--- config.mk ---
export PLATFORM = sky130hd
export DESIGN_NAME = wb_port_arbiter
export DESIGN_NICKNAME = d
export VERILOG_FILES = /design/src/rtl/wb_port_arbiter.sv
export SDC_FILE = /design/constraint.sdc
export NUM_CORES = 1
export LEC_CHECK = 0
export BUFFER_PORTS_ARGS = -buffer_cell sky130_fd_sc_hd__buf_2
export CAP_MARGIN = 5
export CELL_PAD_IN_SITES_DETAIL_PLACEMENT = 1
export CELL_PAD_IN_SITES_GLOBAL_PLACEMENT = 2
export CORE_AREA = 2 2 104 106
export DETAILED_ROUTE_END_ITERATION = 10
export DIE_AREA = 0 0 106 108
export GPL_TIMING_DRIVEN = 0
export HOLD_SLACK_MARGIN = 0.03
export PLACE_DENSITY_LB_ADDON = 0.3
export SLEW_MARGIN = 30
export SYNTH_ARGS = -nofsm -noshare
export SYNTH_HDL_FRONTEND = slang
export SYNTH_SLANG_ARGS = --single-unit
--- constraint.sdc ---
create_clock -name clk -period 5.5 [get_ports clk]
set_clock_uncertainty 0.2 [all_clocks]
set_input_delay 1.1 -clock clk [delete_from_list [all_inputs] [get_ports clk]]
set_output_delay 1.1 -clock clk [all_outputs]
set_load 0.05 [all_outputs]
--- src/rtl/wb_port_arbiter.sv ---
// wb_port_arbiter
//   Arbitrates the single register-file write port between the MEM/WB
//   pipeline stage and a long-latency unit (mul/div). The pipeline normally
//   wins; a pending long-latency result is forced through after losing
//   MAX_WAIT consecutive cycles, stalling the pipeline for that one cycle.
//   Grant, out_lu_ready and out_pipe_stall are combinational; the
//   register-file write (enable/address/data) is registered, latency 1.
//
// Parameters
//   MAX_WAIT (1..15)  consecutive cycles a pending LU write may lose
//
// Ports
//   clk, reset                   clock, synchronous active-high reset
//   in_pipe_write_enable/rd      MEM/WB write request and destination
//   in_pipe_mem_to_reg           selects mem_out (1) or alu_out (0)
//   in_pipe_alu_out/mem_out      pipeline write data candidates
//   in_lu_valid/rd/data          long-latency result (held until ready)
//   out_lu_ready                 LU result consumed this cycle
//   out_pipe_stall               hold MEM/WB and upstream this cycle
//   out_rf_write_enable/rd/data  registered register-file write
//
// Optional feature (macro WB_ARB_PERF_EN)
//   out_stall_cycles  cycles with out_pipe_stall=1 (wraps mod 2^32)
//   out_lu_writes     LU grants (wraps mod 2^32)
module wb_port_arbiter #(
  parameter int unsigned MAX_WAIT = 4
) (
  input  logic        clk,
  input  logic        reset,
  input  logic        in_pipe_write_enable,
  input  logic [4:0]  in_pipe_rd,
  input  logic        in_pipe_mem_to_reg,
  input  logic [31:0] in_pipe_alu_out,
  input  logic [31:0] in_pipe_mem_out,
  input  logic        in_lu_valid,
  input  logic [4:0]  in_lu_rd,
  input  logic [31:0] in_lu_data,
  output logic        out_lu_ready,
  output logic        out_pipe_stall,
  output logic        out_rf_write_enable,
  output logic [4:0]  out_rf_rd,
  output logic [31:0] out_rf_data
`ifdef WB_ARB_PERF_EN
  ,
  output logic [31:0] out_stall_cycles,
  output logic [31:0] out_lu_writes
`endif
);

  typedef enum logic [1:0] {
    GNT_NONE,
    GNT_PIPE,
    GNT_LU
  } grant_t;

  localparam logic [3:0] WAIT_LIMIT = 4'(MAX_WAIT);

  grant_t      grant;
  logic        pipe_req;
  logic        lu_req;
  logic [31:0] pipe_data;
  logic [3:0]  wait_cnt;

  // Writes to x0 are never real requests.
  assign pipe_req  = in_pipe_write_enable && (in_pipe_rd != '0);
  assign lu_req    = in_lu_valid && (in_lu_rd != '0);
  assign pipe_data = in_pipe_mem_to_reg ? in_pipe_mem_out : in_pipe_alu_out;

  // Gated by reset so nothing is granted or acknowledged while in reset.
  always_comb begin
    grant          = GNT_NONE;
    out_lu_ready   = 1'b0;
    out_pipe_stall = 1'b0;
    if (!reset) begin
      if (lu_req && (!pipe_req || wait_cnt == WAIT_LIMIT)) begin
        grant = GNT_LU;
      end else if (pipe_req) begin
        grant = GNT_PIPE;
      end
      // An x0-targeted LU result is dropped by acknowledging it without a write.
      out_lu_ready   = (grant == GNT_LU) || (in_lu_valid && in_lu_rd == '0);
      out_pipe_stall = pipe_req && (grant == GNT_LU);
    end
  end

  always_ff @(posedge clk) begin
    if (reset) begin
      wait_cnt            <= '0;
      out_rf_write_enable <= 1'b0;
      out_rf_rd           <= '0;
      out_rf_data         <= '0;
    end else begin
      // lu_req without an LU grant implies the pipe won this cycle.
      if (grant == GNT_LU || !lu_req) begin
        wait_cnt <= '0;
      end else if (wait_cnt != WAIT_LIMIT) begin
        wait_cnt <= wait_cnt + 4'd1;
      end

      unique case (grant)
        GNT_LU: begin
          out_rf_write_enable <= 1'b1;
          out_rf_rd           <= in_lu_rd;
          out_rf_data         <= in_lu_data;
        end
        GNT_PIPE: begin
          out_rf_write_enable <= 1'b1;
          out_rf_rd           <= in_pipe_rd;
          out_rf_data         <= pipe_data;
        end
        default: begin
          out_rf_write_enable <= 1'b0;
        end
      endcase
    end
  end

`ifdef WB_ARB_PERF_EN
  always_ff @(posedge clk) begin
    if (reset) begin
      out_stall_cycles <= '0;
      out_lu_writes    <= '0;
    end else begin
      if (out_pipe_stall) out_stall_cycles <= out_stall_cycles + 32'd1;
      if (grant == GNT_LU) out_lu_writes   <= out_lu_writes + 32'd1;
    end
  end
`endif

endmodule

After elaboration in Yosys (flattened, before gate mapping)
Cells that the tools add are included.
{"block": "word_totals", "out_inout_bits": 40, "reg_bits": 42, "input_bits": 111, "word_cells": 36}
{"block": "classes", "eq_ne": 5, "muxes": 10, "n_reduce_logical": 16, "add_sub_neg": 1}
{"operator": "$pmux 32 s2", "n": 1}
{"operator": "$mux 32", "n": 1}
{"operator": "$pmux 5 s2", "n": 1}
{"operator": "$reduce_bool 5->1", "n": 2}
{"operator": "$mux 2", "n": 3}
{"operator": "$logic_and 1x1->1", "n": 5}
{"operator": "$logic_not 5->1", "n": 1}
{"operator": "$add 4x1->4 const B", "n": 1}
{"operator": "$eq 2x2->1 const B", "n": 2}
{"operator": "$eq 4x3->1 const B", "n": 1}
{"operator": "$mux 1", "n": 4}
{"operator": "$ne 4x3->1 const B", "n": 1}
{"operator": "$reduce_or 2->1", "n": 2}
{"operator": "$logic_or 1x1->1", "n": 3}
{"operator": "$eq 2x1->1 const B", "n": 1}
{"operator": "$logic_not 1->1", "n": 2}
{"operator": "$reduce_bool 2->1", "n": 1}

Longest topological paths before layout
{"block": "depth", "ltp_word": 11, "ltp_mapped": 11, "ltp_nobuf": 9}

Worst setup path before layout
OpenSTA, ideal clock, no wires.
{"block": "synth_timing", "path_type": "input -> output", "start": "in in_lu_valid", "end": "out out_pipe_stall", "stages": 3, "arrival_ns": 2.458, "slack_ns": 1.742, "t_required_ns": 4.200, "path_buffers": 0, "path_cell_list": "nor2b_1 o21ai_0 nor3_1"}
{"block": "synth_via", "elab_chain_cells": 7}
{"item": "start, declared", "line": "35", "rtl": "input logic in_lu_valid,"}
{"item": "$logic_and 1x1->1", "line": "66", "rtl": "assign lu_req = in_lu_valid && (in_lu_rd != '0);"}
{"item": "$logic_and 1x1->1", "line": "75", "rtl": "if (lu_req && (!pipe_req || wait_cnt == WAIT_LIMIT)) begin"}
{"item": "$mux 2", "line": "75"}
{"item": "$mux 2", "line": "74", "rtl": "if (!reset) begin"}
{"item": "$eq 2x2->1", "line": "82", "rtl": "out_pipe_stall = pipe_req && (grant == GNT_LU);"}
{"item": "$logic_and 1x1->1", "line": "82"}
{"item": "$mux 1", "line": "74"}
{"item": "end, declared", "line": "39", "rtl": "output logic out_pipe_stall,"}
Every way passes these cells. The select of a mux whose other input is x is not followed.

Final worst setup path
{"block": "layout_timing", "start": "in in_pipe_rd[1]", "end": "out out_lu_ready"}
{"block": "layout_via", "elab_chain_cells": 10}
{"item": "start, declared", "line": "31", "rtl": "input logic [4:0] in_pipe_rd,"}
{"item": "$reduce_bool 5->1 *", "line": "65", "rtl": "assign pipe_req = in_pipe_write_enable && (in_pipe_rd != '0);"}
{"item": "$logic_and 1x1->1 *", "line": "65"}
{"item": "$logic_not 1->1", "line": "75"}
{"item": "$logic_or 1x1->1", "line": "75"}
{"item": "$logic_and 1x1->1", "line": "75"}
{"item": "$mux 2 *", "line": "75"}
{"item": "$mux 2 *", "line": "74"}
{"item": "$eq 2x2->1 *", "line": "81", "rtl": "out_lu_ready = (grant == GNT_LU) || (in_lu_valid && in_lu_rd == '0);"}
{"item": "$logic_or 1x1->1 *", "line": "81"}
{"item": "$mux 1 *", "line": "74"}
{"item": "end, declared", "line": "38", "rtl": "output logic out_lu_ready,"}
Mark *: on every way between the ends. The rest lies on a longest branch, timed or not. The select of a mux whose other input is x is not followed.

==> metrics.txt <==
status=completed; vias in the first global route=2676; initial core utilization=0.226; Syn Area/Cell=8.39 sq um; routed wire length=8.53 mm; sequential element share of the synthesized area=0.363; nets=547; Setup crit end kind=output pin; Setup TNS Final=0 ns; postcts setup bufs=0; DRC Markers=0; Relative slew margins=0.541; cts bufs inserted=5; Layout area overhead=44.3%; Overflow after GRT=0; clk sinks=42; worst reg-to-reg setup slack=2.60 ns; layout cells sized above 1=0.390; initial antenna violation count=0; f_max=259 MHz; Crit Reg-Reg Startpoint=wait_cnt[0]$_SDFFE_PP0N_; #FFs+latches synth=42; RSZ-0062 raised after global routing=false; worst hold start=out_rf_data[8]$_SDFFE_PP0P_; Hold Path Class=reg2reg; pwr dens=251 mW/mm^2; chip width=106 um; clk buf depth=2; worst hold stages=2; asr flop ratio synth=0; final max-slew violation count=0; HPWL after DPL=between 6 and 7 mm; hold slack=0.262 ns; Vert. Die Dim=108 um; IO buf count=149; row count=37; Worst Max-Slew Pin Slew=0.689 ns; clock root buffer=clkbuf_8; dpl ws=1.33 ns; Post-Syn Area=0.00232 sq mm; gr usage total=0.146; number of resized instances in the post-cts repair step=0; Mapped Cells=276; number of diodes=0; Final period util=0.703; final worst slack=between 1.5 and 2 ns; Setup Crit Path Kind=in2out; Post-synth EDFFs=0; CTS tree=done; Leak Pwr=1.69 nW; routed len/inst=15.0 um; via count=about 2600; Crit Path Max Fanout=6; Synth Flop Type=dfxtp_1; Fin. Hold Viols=0; r2r endpoint=out_rf_data[24]$_SDFFE_PP0P_; hold endpoint=out_rf_data[8]$_SDFFE_PP0P_; CP Data Arrival Time=2.57 ns; DR pass1 iterations=4; Startpoint Class=input port; required time of the critical path=4.20 ns; hold_buf cts=0; Final setup viols=0; Syn Nets=391; first-pass GRT wire length=13.3 mm; max_cap viols=0; FF-to-FF path depth=11; ANT nets after route=0; synth warn=0; Worst-Skew Late Latency=0.29 ns; CTS H-tree lvls=2; largest net degree at the start of global routing=13; Placer Congestion=~0.70; Final min period=3.87 ns; io pins=151; total die area=0.0114 sq mm; routed vias/inst=4.49; peak supply drop=112 uV; core area=0.0102 sq mm; DRT iter0 DRCs=74; post-synth cell types=29; clock-pin slew on the worst setup and hold paths=about 0.080 ns
power breakdown:
part	switching [W]	total [W]	leakage (nW)	internal [W]
clock	0.000109	0.000236	0.0575	0.000127
sequential	0.0000113	0.000338	0.344	0.000327
combinational	0.000172	0.000266	1.28	0.0000937
total	0.000293	0.000840	1.69	0.000548
registers in the layout (all words and copies together) (netlist names):
name,count
wait_cnt,4
out_rf_rd,5
out_rf_write_enable,1
out_rf_data,32
cell usage after synthesis (2+ instances only):
library cell | number | area [sq um]
a211o_1 | 32 | 280
a21oi_1 | 33 | 165
buf_2 | 2 | 10.0
buf_4 | 3 | 22.5
clkbuf_1 | 18 | 67.6
dfxtp_1 | 42 | 841
ha_1 | 4 | 50.1
inv_1 | 3 | 11.3
mux2_2 | 5 | 56.3
mux2i_1 | 39 | 390
nand2_1 | 33 | 124
nor2_1 | 43 | 161
o21ai_0 | 2 | 10.0
xnor2_1 | 2 | 17.5
cells by family after synthesis:
family | Yosys count | share of synthesized area
AO/OA/AOI/OAI | 74 | 0.221
flip-flops | 42 | 0.363
buffers and inverters | 27 | 0.0497
XOR/XNOR | 2 | 0.00756
adder cells (fa/ha/maj) | 4 | 0.0216
AND/OR/NAND/NOR | 83 | 0.144
multiplexers | 44 | 0.193
placed cells by master, fill, tap and decap left out, drive strengths merged:
master / n
buf: 155
nor2: 43
dfxtp: 42
mux2i: 39
nand2: 33
a21oi: 33
a211o: 32
clkbuf: 26
mux2: 5
ha: 4
inv: 3
o21ai: 3
xnor2: 2
or4: 2
or2: 1
a311o: 1
nor2b: 1
o21ba: 1
a311oi: 1
o21bai: 1
nand3b: 1
nor3: 1
o21a: 1
o211ai: 1
nand3: 1
critical path: stages:
cell,delay (ns)
buf_2,0.11
or4_1,0.56
o21ai_1,0.36
o21a_1,0.19
buf_2,0.25
layout make-up:
cell class | instances | area (sq um)
fill | 1267 | 6890
multi-input combinational | 207 | 1360
sequential | 42 | 841
timing repair buffer | 149 | 746
tap | 136 | 170
clock buffer | 8 | 110
buffer | 24 | 104
inverter | 3 | 11.3
metrics by stage:
| step | std cells | util | power, W | instance area (sq um) |
|---|---|---|---|---|
| floorplan | 276 | - | 0.000521 | 2320 |
| global placement | 561 | 0.316 | 0.000612 | 3230 |
| detailed placement | 561 | 0.316 | 0.000616 | 3230 |
| CTS | 569 | 0.327 | 0.000857 | 3340 |
| global route | 569 | 0.327 | 0.000894 | 3340 |
| finish | 569 | 0.327 | 0.000840 | 3340 |
worst max path at each step:
| stage | start | endpoint | slack (ns) | cells after the start |
|---|---|---|---|---|
| floorplan | in_lu_valid | out_pipe_stall | 1.74 | 3 |
| global route | in_lu_rd[0] | out_rf_data[24]$_SDFFE_PP0P_ | 1.44 | 10 |
| detailed placement | in_lu_rd[0] | out_rf_data[21]$_SDFFE_PP0P_ | 1.33 | 10 |
| CTS | in_pipe_rd[1] | out_lu_ready | 1.61 | 5 |
| finish | in_pipe_rd[1] | out_lu_ready | 1.63 | 5 |
| global placement | in_lu_rd[0] | out_rf_data[24]$_SDFFE_PP0P_ | 1.33 | 10 |
layer usage:
metal	part of all wire	up-vias	GRT usage
li1	-	1281	-
met5	0	-	0
met2	0.49	83	0.268
met3	0.061	4	0.0362
met4	0.0066	0	0.0282
met1	0.44	1186	0.174
No activity file was read; power rests on OpenSTA's default activity.
